$ cat src/rtl/parity_pkg.sv
// Shared types and constants for the framed parity checker.
package parity_pkg;

    typedef enum logic [1:0] {
        IDLE   = 2'd0,
        DATA   = 2'd1,
        PARITY = 2'd2,
        DONE   = 2'd3
    } state_e;

    localparam int unsigned PAR_EVEN = 0;
    localparam int unsigned PAR_ODD  = 1;

endpackage

$ cat src/rtl/parity_acc.sv
// Serial parity toggle flop: out flips on every enabled 1; clear wins over enable.
module parity_acc (
    input  logic clock,
    input  logic reset_n,
    input  logic clr,
    input  logic en,
    input  logic in,
    output logic out
);

    logic out_q;
    logic out_d;

    always_comb begin
        out_d = out_q;
        if (clr) begin
            out_d = 1'b0;
        end else if (en) begin
            out_d = out_q ^ in;
        end
    end

    always_ff @(posedge clock or negedge reset_n) begin
        if (!reset_n) begin
            out_q <= 1'b0;
        end else begin
            out_q <= out_d;
        end
    end

    assign out = out_q;

endmodule

$ cat src/rtl/parity_frame_ctrl.sv
// Framed serial parity checker: collects DATA_BITS bits plus a parity bit after
// a start pulse and reports the word with a registered pass/fail flag.
module parity_frame_ctrl
    import parity_pkg::*;
#(
    parameter int unsigned DATA_BITS = 8,
    parameter int unsigned ODD       = PAR_EVEN
) (
    input  logic                 clock,
    input  logic                 reset_n,
    input  logic                 start,
    input  logic                 abort,
    input  logic                 in,
    output logic                 busy,
    output logic                 done,
    output logic                 par_err,
    output logic [DATA_BITS-1:0] data
);

    localparam int unsigned CNT_W   = $clog2(DATA_BITS + 1);
    localparam logic        ODD_BIT = (ODD == PAR_ODD);

    state_e               state_q, state_d;
    logic [CNT_W-1:0]     cnt_q, cnt_d;
    logic [DATA_BITS-1:0] sr_q, sr_d;
    logic [DATA_BITS-1:0] data_q, data_d;
    logic                 busy_q, busy_d;
    logic                 done_q, done_d;
    logic                 par_err_q, par_err_d;
    logic                 acc_clr;
    logic                 acc_en;
    logic                 acc_out;

    parity_acc u_acc (
        .clock   (clock),
        .reset_n (reset_n),
        .clr     (acc_clr),
        .en      (acc_en),
        .in      (in),
        .out     (acc_out)
    );

    // Next-state, datapath updates and next output values.
    always_comb begin
        state_d   = state_q;
        cnt_d     = cnt_q;
        sr_d      = sr_q;
        data_d    = data_q;
        par_err_d = par_err_q;
        acc_clr   = 1'b0;
        acc_en    = 1'b0;

        case (state_q)
            IDLE: begin
                if (start) begin
                    state_d = DATA;
                    cnt_d   = '0;
                    sr_d    = '0;
                    acc_clr = 1'b1;
                end
            end
            DATA: begin
                if (abort) begin
                    state_d = IDLE;
                end else begin
                    // Shift in from the top so the first bit ends up at the LSB.
                    sr_d   = (sr_q >> 1) | (DATA_BITS'(in) << (DATA_BITS - 1));
                    acc_en = 1'b1;
                    cnt_d  = cnt_q + CNT_W'(1);
                    if (cnt_q == CNT_W'(DATA_BITS - 1)) begin
                        state_d = PARITY;
                    end
                end
            end
            PARITY: begin
                if (abort) begin
                    state_d = IDLE;
                end else begin
                    data_d    = sr_q;
                    par_err_d = acc_out ^ in ^ ODD_BIT;
                    state_d   = DONE;
                end
            end
            DONE: begin
                state_d = IDLE;
            end
            default: begin
                state_d = IDLE;
            end
        endcase

        busy_d = (state_d == DATA) || (state_d == PARITY);
        done_d = (state_d == DONE);
    end

    always_ff @(posedge clock or negedge reset_n) begin
        if (!reset_n) begin
            state_q   <= IDLE;
            cnt_q     <= '0;
            sr_q      <= '0;
            data_q    <= '0;
            busy_q    <= 1'b0;
            done_q    <= 1'b0;
            par_err_q <= 1'b0;
        end else begin
            state_q   <= state_d;
            cnt_q     <= cnt_d;
            sr_q      <= sr_d;
            data_q    <= data_d;
            busy_q    <= busy_d;
            done_q    <= done_d;
            par_err_q <= par_err_d;
        end
    end

    assign busy    = busy_q;
    assign done    = done_q;
    assign par_err = par_err_q;
    assign data    = data_q;

endmodule
$ cat config.mk
export PLATFORM = sky130hd
export DESIGN_NAME = parity_frame_ctrl
export DESIGN_NICKNAME = d
export VERILOG_FILES = /design/src/rtl/parity_pkg.sv /design/src/rtl/parity_acc.sv /design/src/rtl/parity_frame_ctrl.sv
export SDC_FILE = /design/constraint.sdc
export NUM_CORES = 1
export LEC_CHECK = 0
export CORE_UTILIZATION = 46
export DETAILED_ROUTE_END_ITERATION = 7
export PLACE_DENSITY_LB_ADDON = 0.3
export SYNTH_ARGS = -nofsm -noshare
export SYNTH_HDL_FRONTEND = slang
export SYNTH_SLANG_ARGS = --single-unit
$ cat constraint.sdc
create_clock -name clock -period 1.4 [get_ports clock]
set_input_delay 0.28 -clock clock [delete_from_list [all_inputs] [get_ports clock]]
set_output_delay 0.28 -clock clock [all_outputs]
set_load 0.05 [all_outputs]
==> impl_metrics.py <==
metrics = {
    "pwr": {
        "p_leak_nw": 0.730,
        "p_switching_mw": 0.415,
        "clockPowerShare_pct": 24.3,
        "p_sw_share_pct": 26.9,
        "p_int_mw": 1.13,
        "cellPowerDensity_nw_per_um2": 1010,
        "vdd_drop_max_mv": 0.804,
        "p_comb_share_pct": 19.5,
        "seqPwrFrac_pct": 56.2,
    },
    "final_layout": {
        "utilization_pct": 75.5,
        "antenna-diode-count": 0,
        "mostFrequentLayoutCell": "dfrtp_1",
        "filler_cell_count": 122,
        "nNetsFinal": 113,
        "drive_above_1_share_pct": 47.6,
        "stdcell_count": 132,
        "multiInputGateArea_um2": 417,
        "layout_common_cells": "24 x dfrtp_1, 14 x buf_4, 11 x buf_12",
        "ff_latch_area_um2": 653,
        "area_growth_pct": 49.3,
    },
    "timing": {
        "setup_viol_count_final": 2,
        "worstMarginPinSlew_ns": 0.376,
        "finalHoldViolCount": 0,
        "period_share_pct": 104,
        "slew_headroom_pct": 74.9,
        "fmax_mhz": 684,
        "period_needed_ns": 1.46,
        "clock-skew-final_ns": 0.00566,
        "fin_setup_tns_ns": -0.0784,
        "layout_setup_ws_ns": -0.0614,
        "finalMaxSlewViolations": 0,
        "rsz0062_at_grt": "true",
    },
    "logic_synthesis": {
        "synth_edf_count": 0,
        "synth_area_leader_cell": "dfrtp_1",
        "netlist_area_um2": 1020,
        "ys_types": 22,
        "yosys-top-cells-area": "dfrtp_1 64%, mux2_2 8.8%, a22o_1 6.9%",
        "seq_area_frac_synth_pct": 63.6,
        "syn_area_per_cell_um2": 14.2,
        "syn-num-nets": 79,
        "synth_seq_cells": 26,
        "synth_top_area_share_pct": 63.6,
        "syn_inst": 72,
        "async_flop_share_pct": 100,
        "ys.flop_type": "dfrtp_1",
        "yosys_warnings": 0,
    },
    "clock_network": {
        "cts.path.max_buffers": 2,
        "cts_tree": "built",
        "root_buffer": "clkbuf_4",
        "clk_latency_ns": 0.32,
        "clk_pin_slew_ns": 0.14,
        "h-tree-depth": 1,
        "cts_sinks": 26,
        "ctsHoldBuffers": 0,
        "numCtsBuffers": 3,
    },
    "global_routing": {
        "grt_use_total_pct": 18.8,
        "grt_pass1_vias": 755,
        "grt_pass1_wl_mm": 3.45,
        "overflow": 0,
        "grt_max_degree": 27,
        "grt_antenna_before_repair": 0,
    },
    "job": {
        "drv_cap": 0,
    },
    "floorplan": {
        "fp.coreArea_um2": 2020,
        "row_count": 16,
        "fp.dieH_um": 49.1,
        "initial_core_util_pct": 50.6,
        "die_area_um2": 2410,
        "die_w_um": 49.1,
        "io-pin-count": 16,
    },
    "setup_path": {
        "critPathArrivalTime_ns": 1.67,
        "worst_setup_path_start_kind": "flip-flop",
        "worstSetupPathDepth": 4,
        "worstSetupStartpoint": "state_q[1]$_DFF_PN0_",
        "path_class": "reg -> reg",
        "ff2ff_path_depth": 4,
        "slowest_stage": "dfrtp_2",
        "cp_cell_sequence": "or3b_4 > buf_4 > o21ai_1 > a21oi_2",
        "critPathBufInv": 1,
        "cp.required_ns": 1.61,
        "r2r_setup_slack_ns": -0.06,
        "crit_family": "flip-flops",
        "critPathMaxStageDelay_ns": 0.47,
        "crit_path_end_kind": "flip-flop",
        "r2r-end": "cnt_q[3]$_DFFE_PN0P_",
        "cp_max_fo": 6,
        "crit-reg2reg-launch": "state_q[1]$_DFF_PN0_",
    },
    "placement": {
        "place.port_buffers": 15,
        "gp_congestion": 0.785,
        "placed_cells": 126,
        "place_hpwl_mm": 1.43,
    },
    "routing": {
        "wire_per_inst_um": 17.4,
        "wl_met3_um": 73,
        "wl_met1_um": 956,
        "drt_iter0_drc": 14,
        "ant_nets": 0,
        "wl_mm": 2.29,
        "drc": 0,
        "vias": 734,
        "top_layer": "met4",
        "drt_first_pass_iters": 4,
        "route.met2.wl_mm": 1.22,
        "vias_per_cell": 5.56,
    },
    "run_status": {
        "violations": "negative setup slack",
        "status": "complete, but fails checks",
    },
    "worst_hold_path": {
        "min_path_type": "in -> async",
    },
}
worst register-to-register path, stage by stage, from the launching register on:
cell and delay [ns]:
dfrtp_2 0.47, or3b_4 0.40, buf_4 0.16, o21ai_1 0.22
a21oi_2 0.11
sequential cells by signal, indices dropped and copies added, names as in the netlist:
name and count:
busy 1, cnt_q 4, data 8, done 1
par_err 1, sr_q 8, state_q 2, u_acc.out 1
power by group through the flow:
stage	Sequential, mW	Clock, mW	Combinational [mW]
finish	0.868	0.376	0.302
floorplan	0.889	0	0.113
CTS	0.863	0.377	0.285
global route	0.877	0.405	0.324
detailed placement	0.878	0	0.284
global placement	0.872	0	0.275
Yosys cell counts (all sizes together), types with 2 or more instances:
| master | instances |
|---|---|
| dfrtp | 26 |
| a22o | 8 |
| mux2 | 8 |
| nor2 | 3 |
| nor3b | 3 |
| a21oi | 2 |
| buf | 2 |
| ha | 2 |
| nand2 | 2 |
| nand3 | 2 |
| o21ai | 2 |
| o21bai | 2 |
| or3b | 2 |
| xnor2 | 2 |
stage by stage:
step / worst slack [ns] / hold slack [ns] / total power [mW] / instance area [um2]
2_1_floorplan: 0.0222 / -0.0156 / 1.00 / 1030
3_3_place_gp: -0.328 / 0.491 / 1.15 / 1410
3_5_place_dp: -0.362 / 0.492 / 1.16 / 1410
4_1_cts: -0.0161 / 0.322 / 1.53 / 1450
5_1_grt: -0.0784 / 0.343 / 1.61 / 1530
6_report: -0.0614 / 0.305 / 1.55 / 1530
final cells by class:
cell class	instances	share of cell area, %
Clock buffer	4	2.38
Sequential cell	26	42.8
Timing Repair Buffer	31	25.3
Multi-Input combinational cell	44	27.3
Tap cell	27	2.21
kinds of logic (layout without fill, tap and decap cells):
family | Yosys count | count (layout) | share of synthesized area, %
DFF | 26 | 26 | 63.6
AOI/OAI and AO/OA | 16 | 16 | 11.9
and+or+nand+nor | 15 | 15 | 9.30
muxes | 9 | 9 | 9.79
adders and majority gates | 2 | 2 | 2.45
xor gates and xnor gates | 2 | 2 | 1.71
buffers and inverters | 2 | 35 | 1.22
metal layers:
metal  up-vias  track usage [%]
li1        331                -
met2        17             28.5
met5         -                0
met4         0             7.84
met1       382             26.3
met3         4             3.74
what timing repair did:
action	in CTS	in global routing
pin swaps	5	3
endpoints found under the hold margin	0	0
setup endpoints to repair	19	21
buffers inserted	0	3
gates resized for setup	4	15
worst max-delay path by stage:
stage	to	slack [ns]
floorplan	busy$_DFF_PN0_	0.02
global placement	busy$_DFF_PN0_	-0.33
detailed placement	cnt_q[3]$_DFFE_PN0P_	-0.36
CTS	busy$_DFF_PN0_	-0.02
global route	busy$_DFF_PN0_	-0.08
finish	cnt_q[3]$_DFFE_PN0P_	-0.06
(Power assumes the default switching activity.)
